**config.mk**
```make
export PLATFORM = sky130hd
export DESIGN_NAME = ab_frame_tx
export DESIGN_NICKNAME = d
export VERILOG_FILES = /design/src/rtl/ab_link_pkg.sv /design/src/rtl/ab_ack_timer.sv /design/src/rtl/ab_frame_tx.sv
export SDC_FILE = /design/constraint.sdc
export NUM_CORES = 1
export LEC_CHECK = 0
export ABC_CLOCK_PERIOD_IN_PS = 2880
export CAP_MARGIN = 30
export CORE_ASPECT_RATIO = 1.4
export CORE_MARGIN = 3
export CORE_UTILIZATION = 43
export CTS_CLUSTER_SIZE = 8
export DETAILED_ROUTE_END_ITERATION = 10
export PLACE_DENSITY = 0.71
export SYNTH_ARGS = -nofsm -noshare
export SYNTH_HDL_FRONTEND = slang
export SYNTH_HIERARCHICAL = 1
export SYNTH_SLANG_ARGS = --single-unit
```
**constraint.sdc**
```tcl
create_clock -name clk -period 2.88 [get_ports clk]
set_clock_uncertainty 0.05 [all_clocks]
set_input_delay 0.576 -clock clk [delete_from_list [all_inputs] [get_ports clk]]
set_output_delay 0.576 -clock clk [all_outputs]
set_load 0.02 [all_outputs]
```
**src/rtl/ab_link_pkg.sv**
```systemverilog
`default_nettype none
// ============================================================================
// Module      : ab_link_pkg
// Description : Shared definitions for the two-wire (a,b) symbol link.
// Revision    : 1.0 - initial release
// ============================================================================
package ab_link_pkg;

    typedef enum logic [2:0] {
        IDLE   = 3'd0,
        START  = 3'd1,
        DATA   = 3'd2,
        PARITY = 3'd3,
        WAIT   = 3'd4,
        DONE   = 3'd5,
        FAIL   = 3'd6
    } state_t;

    localparam logic [1:0] SYM_IDLE  = 2'b00;
    localparam logic [1:0] SYM_START = 2'b11;

    // Parity symbol carries the even-parity bit on a and its complement on b.
    function automatic logic [1:0] parity_sym(input logic p);
        return {p, ~p};
    endfunction

endpackage
`default_nettype wire

```
**src/rtl/ab_ack_timer.sv**
```systemverilog
`default_nettype none
// ============================================================================
// Module      : ab_ack_timer
// Description : Loadable saturating up-counter with clear and terminal flag.
// Revision    : 1.0 - initial release
// ============================================================================
module ab_ack_timer #(
    parameter int LIMIT = 8,
    parameter int CW    = 3
) (
    input  logic          clk,
    input  logic          rst_b,
    input  logic          clr,
    input  logic          ld,
    input  logic [CW-1:0] ld_val,
    input  logic          en,
    output logic          tc
);

    logic [CW-1:0] r_count;

    always_ff @(posedge clk or negedge rst_b) begin
        if (!rst_b) begin
            r_count <= '0;
        end else if (clr) begin
            r_count <= '0;
        end else if (ld) begin
            r_count <= ld_val;
        end else if (en && !tc) begin
            r_count <= r_count + 1'b1;
        end
    end

    assign tc = (r_count == CW'(LIMIT - 1));

endmodule
`default_nettype wire

```
**src/rtl/ab_frame_tx.sv**
```systemverilog
`default_nettype none
// ============================================================================
// Module      : ab_frame_tx
// Description : Serialises a W-bit word into framed (a,b) symbols and
//               retransmits on nack or ack timeout up to MAX_RETRY times.
// Revision    : 1.0 - initial release
// ============================================================================
module ab_frame_tx
    import ab_link_pkg::*;
#(
    parameter int W           = 8,
    parameter int MAX_RETRY   = 2,
    parameter int ACK_TIMEOUT = 8
) (
    input  logic         clk,
    input  logic         rst_b,
    input  logic         start,
    input  logic [W-1:0] data,
    input  logic         m,
    input  logic         n,
    output logic         a,
    output logic         b,
    output logic         busy,
    output logic         done,
    output logic         err
);

    localparam int IW = (W > 2) ? $clog2(W / 2) : 1;
    localparam int RW = (MAX_RETRY > 0) ? $clog2(MAX_RETRY + 1) : 1;
    localparam int TW = (ACK_TIMEOUT > 1) ? $clog2(ACK_TIMEOUT) : 1;

    localparam logic [IW-1:0] c_last_idx  = IW'(W / 2 - 1);
    localparam logic [RW-1:0] c_max_retry = RW'(MAX_RETRY);

    state_t        r_state, w_state_nx;
    logic [IW-1:0] r_idx, w_idx_nx;
    logic [RW-1:0] r_retry, w_retry_nx;
    logic [W-1:0]  r_word, w_word_nx;
    logic [W-1:0]  w_shifted;
    logic [1:0]    w_sym_nx;
    logic          w_retry_chk;
    logic          w_t_clr, w_t_ld, w_t_en, w_t_tc;
    logic          r_a, r_b, r_busy, r_done, r_err;

    ab_ack_timer #(
        .LIMIT (ACK_TIMEOUT),
        .CW    (TW)
    ) u_ack_timer (
        .clk    (clk),
        .rst_b  (rst_b),
        .clr    (w_t_clr),
        .ld     (w_t_ld),
        .ld_val ('0),
        .en     (w_t_en),
        .tc     (w_t_tc)
    );

    always_comb begin
        w_state_nx  = r_state;
        w_idx_nx    = r_idx;
        w_retry_nx  = r_retry;
        w_word_nx   = r_word;
        w_retry_chk = 1'b0;
        w_t_en      = 1'b0;
        case (r_state)
            IDLE: begin
                if (start) begin
                    w_word_nx  = data;
                    w_retry_nx = '0;
                    w_state_nx = START;
                end
            end
            START: begin
                w_idx_nx   = '0;
                w_state_nx = DATA;
            end
            DATA: begin
                if (r_idx == c_last_idx) begin
                    w_state_nx = PARITY;
                end else begin
                    w_idx_nx = r_idx + 1'b1;
                end
            end
            PARITY: w_state_nx = WAIT;
            WAIT: begin
                if (m) begin
                    w_state_nx = DONE;
                end else if (n || w_t_tc) begin
                    w_retry_chk = 1'b1;
                end else begin
                    w_t_en = 1'b1;
                end
            end
            DONE:    w_state_nx = IDLE;
            FAIL:    w_state_nx = IDLE;
            default: w_state_nx = IDLE;
        endcase
        // Nack and timeout share one decision: resend the whole frame or give up.
        if (w_retry_chk) begin
            if (r_retry < c_max_retry) begin
                w_retry_nx = r_retry + 1'b1;
                w_state_nx = START;
            end else begin
                w_state_nx = FAIL;
            end
        end
    end

    assign w_t_clr = (w_state_nx == START) && (r_state != START);
    assign w_t_ld  = (w_state_nx == WAIT) && (r_state != WAIT);

    // Outputs are decoded from the next state so they line up with the state register.
    assign w_shifted = w_word_nx << {w_idx_nx, 1'b0};

    always_comb begin
        w_sym_nx = SYM_IDLE;
        case (w_state_nx)
            START:   w_sym_nx = SYM_START;
            DATA:    w_sym_nx = w_shifted[W-1 -: 2];
            PARITY:  w_sym_nx = parity_sym(^w_word_nx);
            default: w_sym_nx = SYM_IDLE;
        endcase
    end

    always_ff @(posedge clk or negedge rst_b) begin
        if (!rst_b) begin
            r_state <= IDLE;
            r_idx   <= '0;
            r_retry <= '0;
            r_word  <= '0;
            r_a     <= 1'b0;
            r_b     <= 1'b0;
            r_busy  <= 1'b0;
            r_done  <= 1'b0;
            r_err   <= 1'b0;
        end else begin
            r_state <= w_state_nx;
            r_idx   <= w_idx_nx;
            r_retry <= w_retry_nx;
            r_word  <= w_word_nx;
            r_a     <= w_sym_nx[1];
            r_b     <= w_sym_nx[0];
            r_busy  <= (w_state_nx != IDLE);
            r_done  <= (w_state_nx == DONE);
            r_err   <= (w_state_nx == FAIL);
        end
    end

    assign a    = r_a;
    assign b    = r_b;
    assign busy = r_busy;
    assign done = r_done;
    assign err  = r_err;

endmodule
`default_nettype wire

```
==> results of run 1 <==
cell families after synthesis:
kind of cell    Yosys count  share of synthesized area [%]
compound gates           20                           11.8
mux                      14                           11.9
flops                    23                           45.1
simple gates             35                           18.1
other cells               1                          0.294
buf+inv                  10                           4.80
fa+ha+maj                 2                           1.96
xor+xnor                  9                           6.17
synthesized netlist by cell type, types with 2 or more instances:
library cell | n | area [um2]
o21ai_0 | 3 | 15.0
o21a_1 | 2 | 15.0
mux2_2 | 8 | 90.1
nand2_1 | 5 | 18.8
nor3b_1 | 3 | 22.5
dfrtp_1 | 23 | 576
nor4b_1 | 3 | 26.3
inv_1 | 5 | 18.8
ha_1 | 2 | 25.0
nand2b_1 | 2 | 12.5
mux2i_1 | 5 | 50.1
o21bai_1 | 2 | 15.0
nor2b_1 | 2 | 12.5
nor3_1 | 3 | 15.0
a21oi_1 | 5 | 25.0
xnor2_1 | 8 | 70.1
buf_6 | 3 | 33.8
nor2_1 | 8 | 30.0
cell type report:
cell class / count / area (um2)
Inverter: 5 / 18.8
Clock inverter: 1 / 5.00
Tap cell: 36 / 45.0
Clock buffer: 3 / 22.5
Timing Repair Buffer: 20 / 193
Multi-Input combinational cell: 83 / 648
Sequential cell: 23 / 576
Fill cell: 235 / 1220
state kept, by name, indices dropped and copies added, names as in the netlist:
signal / flops
b: 1
a: 1
r_retry: 2
u_ack_timer/r_count: 3
r_word: 8
r_idx: 2
r_state: 3
busy: 1
err: 1
done: 1
metrics by stage:
step	setup slack [ns]	power [mW]	hold WS [ns]	utilization, %
after detailed placement	0.128	1.49	0.488	54.3
after global routing	0.181	1.77	0.542	55.3
after floorplan	0.707	1.32	0.230	-
after global placement	0.169	1.45	0.478	54.3
final	0.476	1.63	0.519	55.3
after CTS	0.463	1.64	0.526	55.3
worst min-delay path by stage:
stage,to,slack (ns)
3_3_place_gp,r_word[2],0.48
3_5_place_dp,r_word[7],0.49
4_1_cts,r_word[4],0.53
6_report,r_word[6],0.52
2_1_floorplan,a,0.23
5_1_grt,r_word[0],0.54
cells in the final DEF, fill, tap and decap left out, types with 3 or more instances in the layout:
| cell type | n |
|---|---|
| nor3_1 | 3 |
| o21ai_0 | 3 |
| nor2_1 | 8 |
| nand2_1 | 5 |
| mux2_2 | 8 |
| mux2i_1 | 5 |
| xnor2_1 | 8 |
| clkbuf_4 | 3 |
| clkdlybuf4s50_1 | 17 |
| conb_1 | 3 |
| a21oi_1 | 5 |
| nor3b_1 | 3 |
| buf_4 | 3 |
| dfrtp_1 | 23 |
| inv_1 | 5 |
| nor4b_1 | 3 |
metal layers:
metal,up-vias,track usage (%)
met1,418,19.4
li1,445,-
met4,0,3.50
met3,2,2.77
met5,-,0
met2,19,25.0
worst max-delay path: cells and delay by family, from the launching register on:
family | cells | cell delay (ns)
compound gates | 1 | 0.37
flops | 1 | 0.72
simple gates | 3 | 0.88
mux | 1 | 0.25
power by group through the flow:
stage / Sequential, mW / Combinational (mW) / Clock [mW]
2_1_floorplan: 0.568 / 0.751 / 0
3_3_place_gp: 0.616 / 0.834 / 0
3_5_place_dp: 0.631 / 0.862 / 0
4_1_cts: 0.625 / 0.864 / 0.153
5_1_grt: 0.645 / 0.955 / 0.173
6_report: 0.625 / 0.850 / 0.151
==> metrics.yaml, run 1 <==
drt:
  highest_layer: "met4"
  dr.pass1.iters: 4
  initialDrtViolationCount: 13
  dr_wl_met3_um: 107
  vias: 884
  wl_um: 2350
  viasPerCell: 5.17
  met2_length_um: 1230
  drtAntennaViolNets: 0
  drc: 0
  wirelength_met1_um: 994
  wl_per_cell_um: 13.7
layout:
  syn_to_final_growth_pct: 18.0
  instances_no_fill: 171
  finalNetCount: 151
  diodes: 0
  drive_gt1_share_pct: 15.6
  finalInstanceArea_um2: 1510
cts:
  post_cts_buffers: 0
  cts_hold_buf: 0
  clk_path_buf_depth: 2
  cts_root_buffer: "clkbuf_4"
  cts-resized-gates: 0
  cts_made_buffers: 3
  cts_max_level: 1
  clk_pin_slew_ns: 0.13
  clock_latency_ns: 0.31
  cts_tree: "yes"
  clock_sinks: 23
worst_setup_path:
  crit_start: "r_state[2]"
  slowest_delay_ns: 0.72
  rrSetupSlack_ns: 0.48
  end_kind: "flip-flop"
  critPathCapture: "b"
  worstPathMaxFanout: 18
  worst_r2r_endpoint: "b"
  critPathLaunchType: "flip-flop"
  required_ns: 3.03
  worstPathArrival_ns: 2.55
  path_cells: "and4bb_2, a211oi_4, mux2i_1, nor2_1, or4b_1"
  cp_slowest_cell: "dfrtp_1"
  r2r-start: "r_state[2]"
  rr_worst_depth: 5
  critPathKind: "reg -> reg"
synth:
  yosysSeqAreaShare_pct: 45.1
  avgSynthCellArea_um2: 11.2
  async_flop_share_pct: 100
  synth_edf_count: 0
  synth_flop_cell: "dfrtp_1"
  synth_seq_cells: 23
  synth_cell_types: 40
  synth_cells: 114
  synth_area_um2: 1280
  ys_warn_count: 6
pwr:
  p_sw_uw: 653
  cellPowerDensity_nw_per_um2: 1080
  p_int_uw: 972
  combPwrFrac_pct: 52.3
  p_leak_nw: 0.605
  clkPwrFrac_pct: 9.3
  swShare_pct: 40.2
  pwr-share-seq_pct: 38.4
  peakVddDrop_mv: 0.756
global_routing:
  grt_max_degree: 24
  grt_util_all_layers_pct: 14.9
  gr-total-overflow: 0
  grt_pass1_vias: 900
  antenna_found_initial: 0
  grt_pass1_wl_um: 4200
die:
  core_um2: 2730
  fp.dieW_um: 52.1
  io_pins: 18
  die_y_um: 70.5
  die_area_um2: 3670
  initial_core_util_pct: 46.9
  num_rows: 22
place:
  hpwl_um: 1850
  placed_area_um2: 1480
  place_inst: 167
  io_buffer_count: 17
  place_congestion: 0.730
timing:
  finalHoldViolCount: 0
  rsz0062_at_grt: "no"
  slew_violations: 0
  timing.slew.headroom_pct: 62.4
  period_needed_ns: 2.40
  post-route-period-util_pct: 83.5
  max_freq_ghz: 0.416
  finalSetupViolCount: 0
  worst_slew_pin_slew_ns: 0.564
  fin_setup_tns_ns: 0
run:
  maxCapViolCount: 0
min_path:
  hold_depth: 1
  hold_start: "r_word[6]"
  hp-class: "reg -> reg"
status:
  outcome: "finished, final reports clean"
Power figures use the tool's default switching activity.
==> run 2, diff against run 1 <==
Settings changed: ABC_CLOCK_PERIOD_IN_PS 2880 to 2400.
Clock period 2.88 ns to 2.4 ns, I/O delays scaled along.
==> metrics.yaml, run 2 (same netlist as run 1, synthesis figures left out) <==
status:
  outcome: "finished, final reports clean"
drt:
  drc: 0  # unchanged
  viasPerCell: 5.17  # about the same
  dr.pass1.iters: 4  # unchanged
  wl_um: 2460  # +4.9%
  vias: 930  # +5.2%
  initialDrtViolationCount: 15  # +2
  wl_per_cell_um: 13.7  # -0.35%
  drtAntennaViolNets: 0  # unchanged
worst_setup_path:
  crit_start: "start"
  end_kind: "flip-flop"
  rr_worst_depth: 6  # +1
  crit_buf_inv: 2  # +2
  critPathKind: "in -> reg"
  rrSetupSlack_ns: 0.16  # -0.32 ns
  required_ns: 2.54  # -0.49 ns
  path_cells: "clkdlybuf4s50_1, nor4b_4, buf_4, mux2_2, mux2i_1, nor2_1, or4b_1"
  cp_slowest_cell: "clkdlybuf4s50_1"
  r2r-start: "r_state[0]"
  worstPathArrival_ns: 2.42  # -0.13 ns
  slowest_delay_ns: 0.49  # -0.23 ns
  worstPathMaxFanout: 7  # -11
  worst_r2r_endpoint: "b"
  critical_path.top_delay_family: "simple AND/OR/NAND/NOR gates"
  critPathLaunchType: "input port"
die:
  die_area_um2: 3670  # unchanged
  core_um2: 2730  # unchanged
  fp.dieW_um: 52.1  # unchanged
  num_rows: 22  # unchanged
  initial_core_util_pct: 46.9  # unchanged
  die_y_um: 70.5  # unchanged
  io_pins: 18  # unchanged
layout:
  fill_cells: 234  # -0.43%
  syn_to_final_growth_pct: 23.2
  final_cell_mix: "23 x dfrtp_1, 17 x clkdlybuf4s50_1, 12 x buf_4"
  reg_top3: "r_word (8), r_state (3), u_ack_timer/r_count (3)"
  largest_reg_flops: 8  # unchanged
  drive_gt1_share_pct: 20.1  # +4.6 points
  diodes: 0  # unchanged
  finalInstanceArea_um2: 1570  # +4.4%
  final_common_cell: "dfrtp_1"
  finalNetCount: 160  # +6.0%
  final_util_pct: 57.8  # +2.4 points
  regMostFlops: "r_word"
global_routing:
  grt_pass1_vias: 969  # +7.7%
  grt_util_all_layers_pct: 15.2  # +0.27 points
  gr-total-overflow: 0  # unchanged
  grt_max_degree: 24  # unchanged
  grt_pass1_wl_um: 4240  # +0.81%
  antenna_found_initial: 0  # unchanged
cts:
  cts_root_buffer: "clkbuf_4"
  clk_pin_slew_ns: 0.12  # about the same
  cts-resized-gates: 0  # unchanged
  clock_latency_ns: 0.31  # about the same
  cts_max_level: 1  # unchanged
  cts_hold_buf: 0  # unchanged
  cts_made_buffers: 3  # unchanged
  clock_sinks: 23  # unchanged
  post_cts_buffers: 0  # unchanged
  cts_tree: "yes"
  clk_path_buf_depth: 2  # unchanged
pwr:
  p_leak_nw: 0.647  # +6.9%
  totalPowerFinal_mw: 2.06  # +27%
  peakVddDrop_mv: 0.826  # +9.3%
  cellPowerDensity_nw_per_um2: 1310  # +22%
timing:
  hold_slack_ns: 0.461  # -0.0580 ns
  finalSetupViolCount: 0  # unchanged
  fin_setup_tns_ns: 0  # unchanged
  slew_violations: 0  # unchanged
  timing.slew.headroom_pct: 64.9  # +2.5 points
  post-route-period-util_pct: 94.9
  worst_slew_pin_slew_ns: 0.519  # -0.0447 ns
  finalHoldViolCount: 0  # unchanged
  max_freq_ghz: 0.439
  rsz0062_at_grt: "no"
  period_needed_ns: 2.28
place:
  placed_area_um2: 1550  # +4.6%
  hpwl_um: 1940  # +4.8%
  io_buffer_count: 17  # unchanged
  place_congestion: 0.765  # +4.8%
min_path:
  hp-class: "in -> async"
run:
  maxCapViolCount: 0  # unchanged
==> run 2: worst max-delay path by stage <==
stage / endpoint / slack [ns] / depth (start not counted)
global route: u_ack_timer/r_count[2] / 0.02 / 7
floorplan: b / 0.23 / 6
CTS: b / 0.12 / 7
detailed placement: b / -0.21 / 7
global placement: b / -0.17 / 7
finish: b / 0.12 / 7
==> run 2: layer usage <==
| metal | track usage, % | vias up | wire length (um) | share of wire [%] |
|---|---|---|---|---|
| li1 | - | 459 | - | - |
| met2 | 26.0 | 24 | 1290 | 52 |
| met5 | 0 | - | 0 | 0 |
| met3 | 2.77 | 7 | 111 | 4.5 |
| met1 | 18.1 | 440 | 1000 | 41 |
| met4 | 6.12 | 0 | 63 | 2.6 |
==> run 2: power by group <==
| group | total [mW] | switching (mW) | internal (mW) | leakage, nW |
|---|---|---|---|---|
| combinational | 1.17 | 0.533 | 0.633 | 0.347 |
| clock | 0.180 | 0.115 | 0.0649 | 0.0150 |
| sequential | 0.717 | 0.161 | 0.556 | 0.285 |
==> run 2: stage by stage <==
| stage | setup WS [ns] | std cells |
|---|---|---|
| 3_5_place_dp | -0.211 | 176 |
| 5_1_grt | 0.0201 | 180 |
| 4_1_cts | 0.118 | 180 |
| 3_3_place_gp | -0.171 | 176 |
| 6_report | 0.123 | 180 |
| 2_1_floorplan | 0.232 | 116 |
==> run 2: area by class of cell <==
cell class / count / area, um2 / area share [%]
Clock buffer: 4 / 26.3 / 1.67
Inverter: 5 / 18.8 / 1.19
Timing Repair Buffer: 29 / 260 / 16.5
Sequential cell: 23 / 576 / 36.6
Tap cell: 36 / 45.0 / 2.86
Multi-Input combinational cell: 83 / 648 / 41.2
==> run 2: worst register-to-register path: cells and delay by family (launching register included) <==
kind | cells | cell delay [ns]
AND/OR/NAND/NOR | 3 | 0.84
buffers and inverters | 1 | 0.19
multiplexers | 2 | 0.52
flip-flops | 1 | 0.53
==> run 3, diff against run 2 <==
Settings changed: CORE_MARGIN 3 to unset, SKIP_CTS_REPAIR_TIMING set to 1, TNS_END_PERCENT set to 50.
==> metrics.yaml, run 3 (same netlist as run 1, synthesis figures left out) <==
drt:
  wl_um: 2320  # -5.9%
  drtAntennaViolNets: 0  # unchanged
  dr.pass1.iters: 2  # -2
  wl_per_cell_um: 13.2  # -3.8%
  drc: 0  # unchanged
  vias: 896  # -3.7%
  initialDrtViolationCount: 12  # -3
  viasPerCell: 5.09  # -1.5%
place:
  place_inst: 172  # -2.3%
  hpwl_um: 1840  # -5.0%
  pre_cts_slack_ns: -0.217  # -0.00576 ns
  io_buffer_count: 17  # unchanged
  placed_area_um2: 1510  # -2.3%
  place_congestion: 0.783  # +2.5%
worst_setup_path:
  path_cells: "nor4b_4, buf_6, mux2_2, mux2i_1, nor2_1, or4b_1"
  end_kind: "flip-flop"
  critPathKind: "reg -> reg"
  slowest_delay_ns: 0.51  # +0.02 ns
  cp_slowest_cell: "dfrtp_1"
  critical_path.top_delay_family: "simple AND/OR/NAND/NOR gates"
  worstPathArrival_ns: 2.33  # -0.09 ns
  crit_buf_inv: 1  # -1
  required_ns: 2.48  # -0.06 ns
  critPathLaunchType: "flip-flop"
  worstPathMaxFanout: 9  # +2
layout:
  syn_to_final_growth_pct: 22.4
  finalInstanceArea_um2: 1560  # -0.64%
  final_cell_mix: "23 x dfrtp_1, 16 x clkdlybuf4s50_1, 8 x xnor2_1, 8 x nor2_1, 8 x mux2_2"
  finalNetCount: 155  # -3.1%
  reg_top3: "r_word (8), r_state (3), u_ack_timer/r_count (3)"
  largest_reg_flops: 8  # unchanged
  regMostFlops: "r_word"
  drive_gt1_share_pct: 18.0  # -2.2 points
  diodes: 0  # unchanged
  final_common_cell: "dfrtp_1"
  instances_no_fill: 176  # -2.2%
timing:
  finalHoldViolCount: 0  # unchanged
  finalSetupViolCount: 0  # unchanged
  timing.slew.headroom_pct: 64.6  # -0.27 points
  fin_setup_tns_ns: 0  # unchanged
  rsz0062_at_grt: "no"
  period_needed_ns: 2.25  # -0.0230 ns
  timing.final.ws_setup_ns: 0.146  # +0.0230 ns
  max_freq_ghz: 0.444  # +1.0%
  slew_violations: 0  # unchanged
  worst_slew_pin_slew_ns: 0.529  # +0.00948 ns
  post-route-period-util_pct: 93.9  # -0.96 points
cts:
  cts_made_buffers: 3  # unchanged
  clk_pin_slew_ns: 0.09  # -0.03 ns
  cts_tree: "yes"
  cts_max_level: 1  # unchanged
  clock_latency_ns: 0.26  # -0.05 ns
  cts_root_buffer: "clkbuf_8"
  clock_sinks: 23  # unchanged
  clk_path_buf_depth: 2  # unchanged
status:
  outcome: "finished, final reports clean"
global_routing:
  grt_max_degree: 24  # unchanged
  grt_pass1_wl_um: 3840  # -9.3%
  grt_util_all_layers_pct: 16.7  # +1.5 points
  antenna_found_initial: 0  # unchanged
  grt_pass1_vias: 933  # -3.7%
  gr-total-overflow: 0  # unchanged
die:
  initial_core_util_pct: 44.8  # -2.0 points
  core_um2: 2850  # +4.5%
  num_rows: 23  # +4.5%
  die_y_um: 66.5  # -5.7%
  io_pins: 18  # unchanged
  fp.dieW_um: 48.1  # -7.7%
  die_area_um2: 3200  # -13%
min_path:
  hp-class: "reg -> reg"
pwr:
  swShare_pct: 38.2  # -0.98 points
  totalPowerFinal_mw: 2.05  # -0.74%
  p_int_mw: 1.27  # +0.87%
  clkPwrFrac_pct: 11.5  # +2.8 points
  p_leak_nw: 0.643  # -0.63%
  p_sw_uw: 783  # -3.2%
  peakVddDrop_mv: 0.795  # -3.7%
  cellPowerDensity_nw_per_um2: 1310  # -0.10%
  pwr-share-seq_pct: 35.3  # +0.5 points
  combPwrFrac_pct: 53.3  # -3.2 points
run:
  maxCapViolCount: 0  # unchanged
==> run 3: layer usage <==
| layer | global-route usage [%] | vias to the layer above | wire length, um |
|---|---|---|---|
| met5 | 0 | - | 0 |
| met2 | 31.9 | 16 | 1310 |
| met4 | 4.17 | 0 | 14 |
| li1 | - | 449 | - |
| met1 | 17.7 | 429 | 938 |
| met3 | 2.44 | 2 | 52 |
==> run 3: final timing paths <==
kind	from	end	slack [ns]	cells after the start
worst min register to register	r_word[3]	r_word[3]	0.50	1
max in group asynchronous	rst_b	b	1.53	2
worst max register to register	r_state[1]	b	0.15	6
worst min-delay path	r_word[3]	r_word[3]	0.50	1
min in group asynchronous	rst_b	r_word[0]	0.52	2
worst max-delay path	r_state[1]	b	0.15	6
==> run 3: final cells by class <==
cell class              count  area [um2]
clock buffers               3        41.3
fillers                   265        1280
repair buffers             24         229
inverters                   5        18.8
multi-input cells          83         648
clock inverters             1        5.00
flip-flops and latches     23         576
well taps                  37        46.3
==> run 3: power groups by stage <==
stage / clock network (mW) / logic (mW) / registers (mW)
after global routing: 0.258 / 1.21 / 0.746
after global placement: 0 / 1.06 / 0.724
after detailed placement: 0 / 1.10 / 0.734
after floorplan: 0 / 0.902 / 0.681
final: 0.235 / 1.09 / 0.722
after CTS: 0.245 / 1.10 / 0.726
==> run 3: metrics by stage <==
| stage | util, % | hold slack [ns] |
|---|---|---|
| global route | 54.9 | 0.526 |
| CTS | 54.7 | 0.509 |
| detailed placement | 53.1 | 0.489 |
| floorplan | - | 0.134 |
| finish | 54.9 | 0.505 |
| global placement | 53.1 | 0.483 |
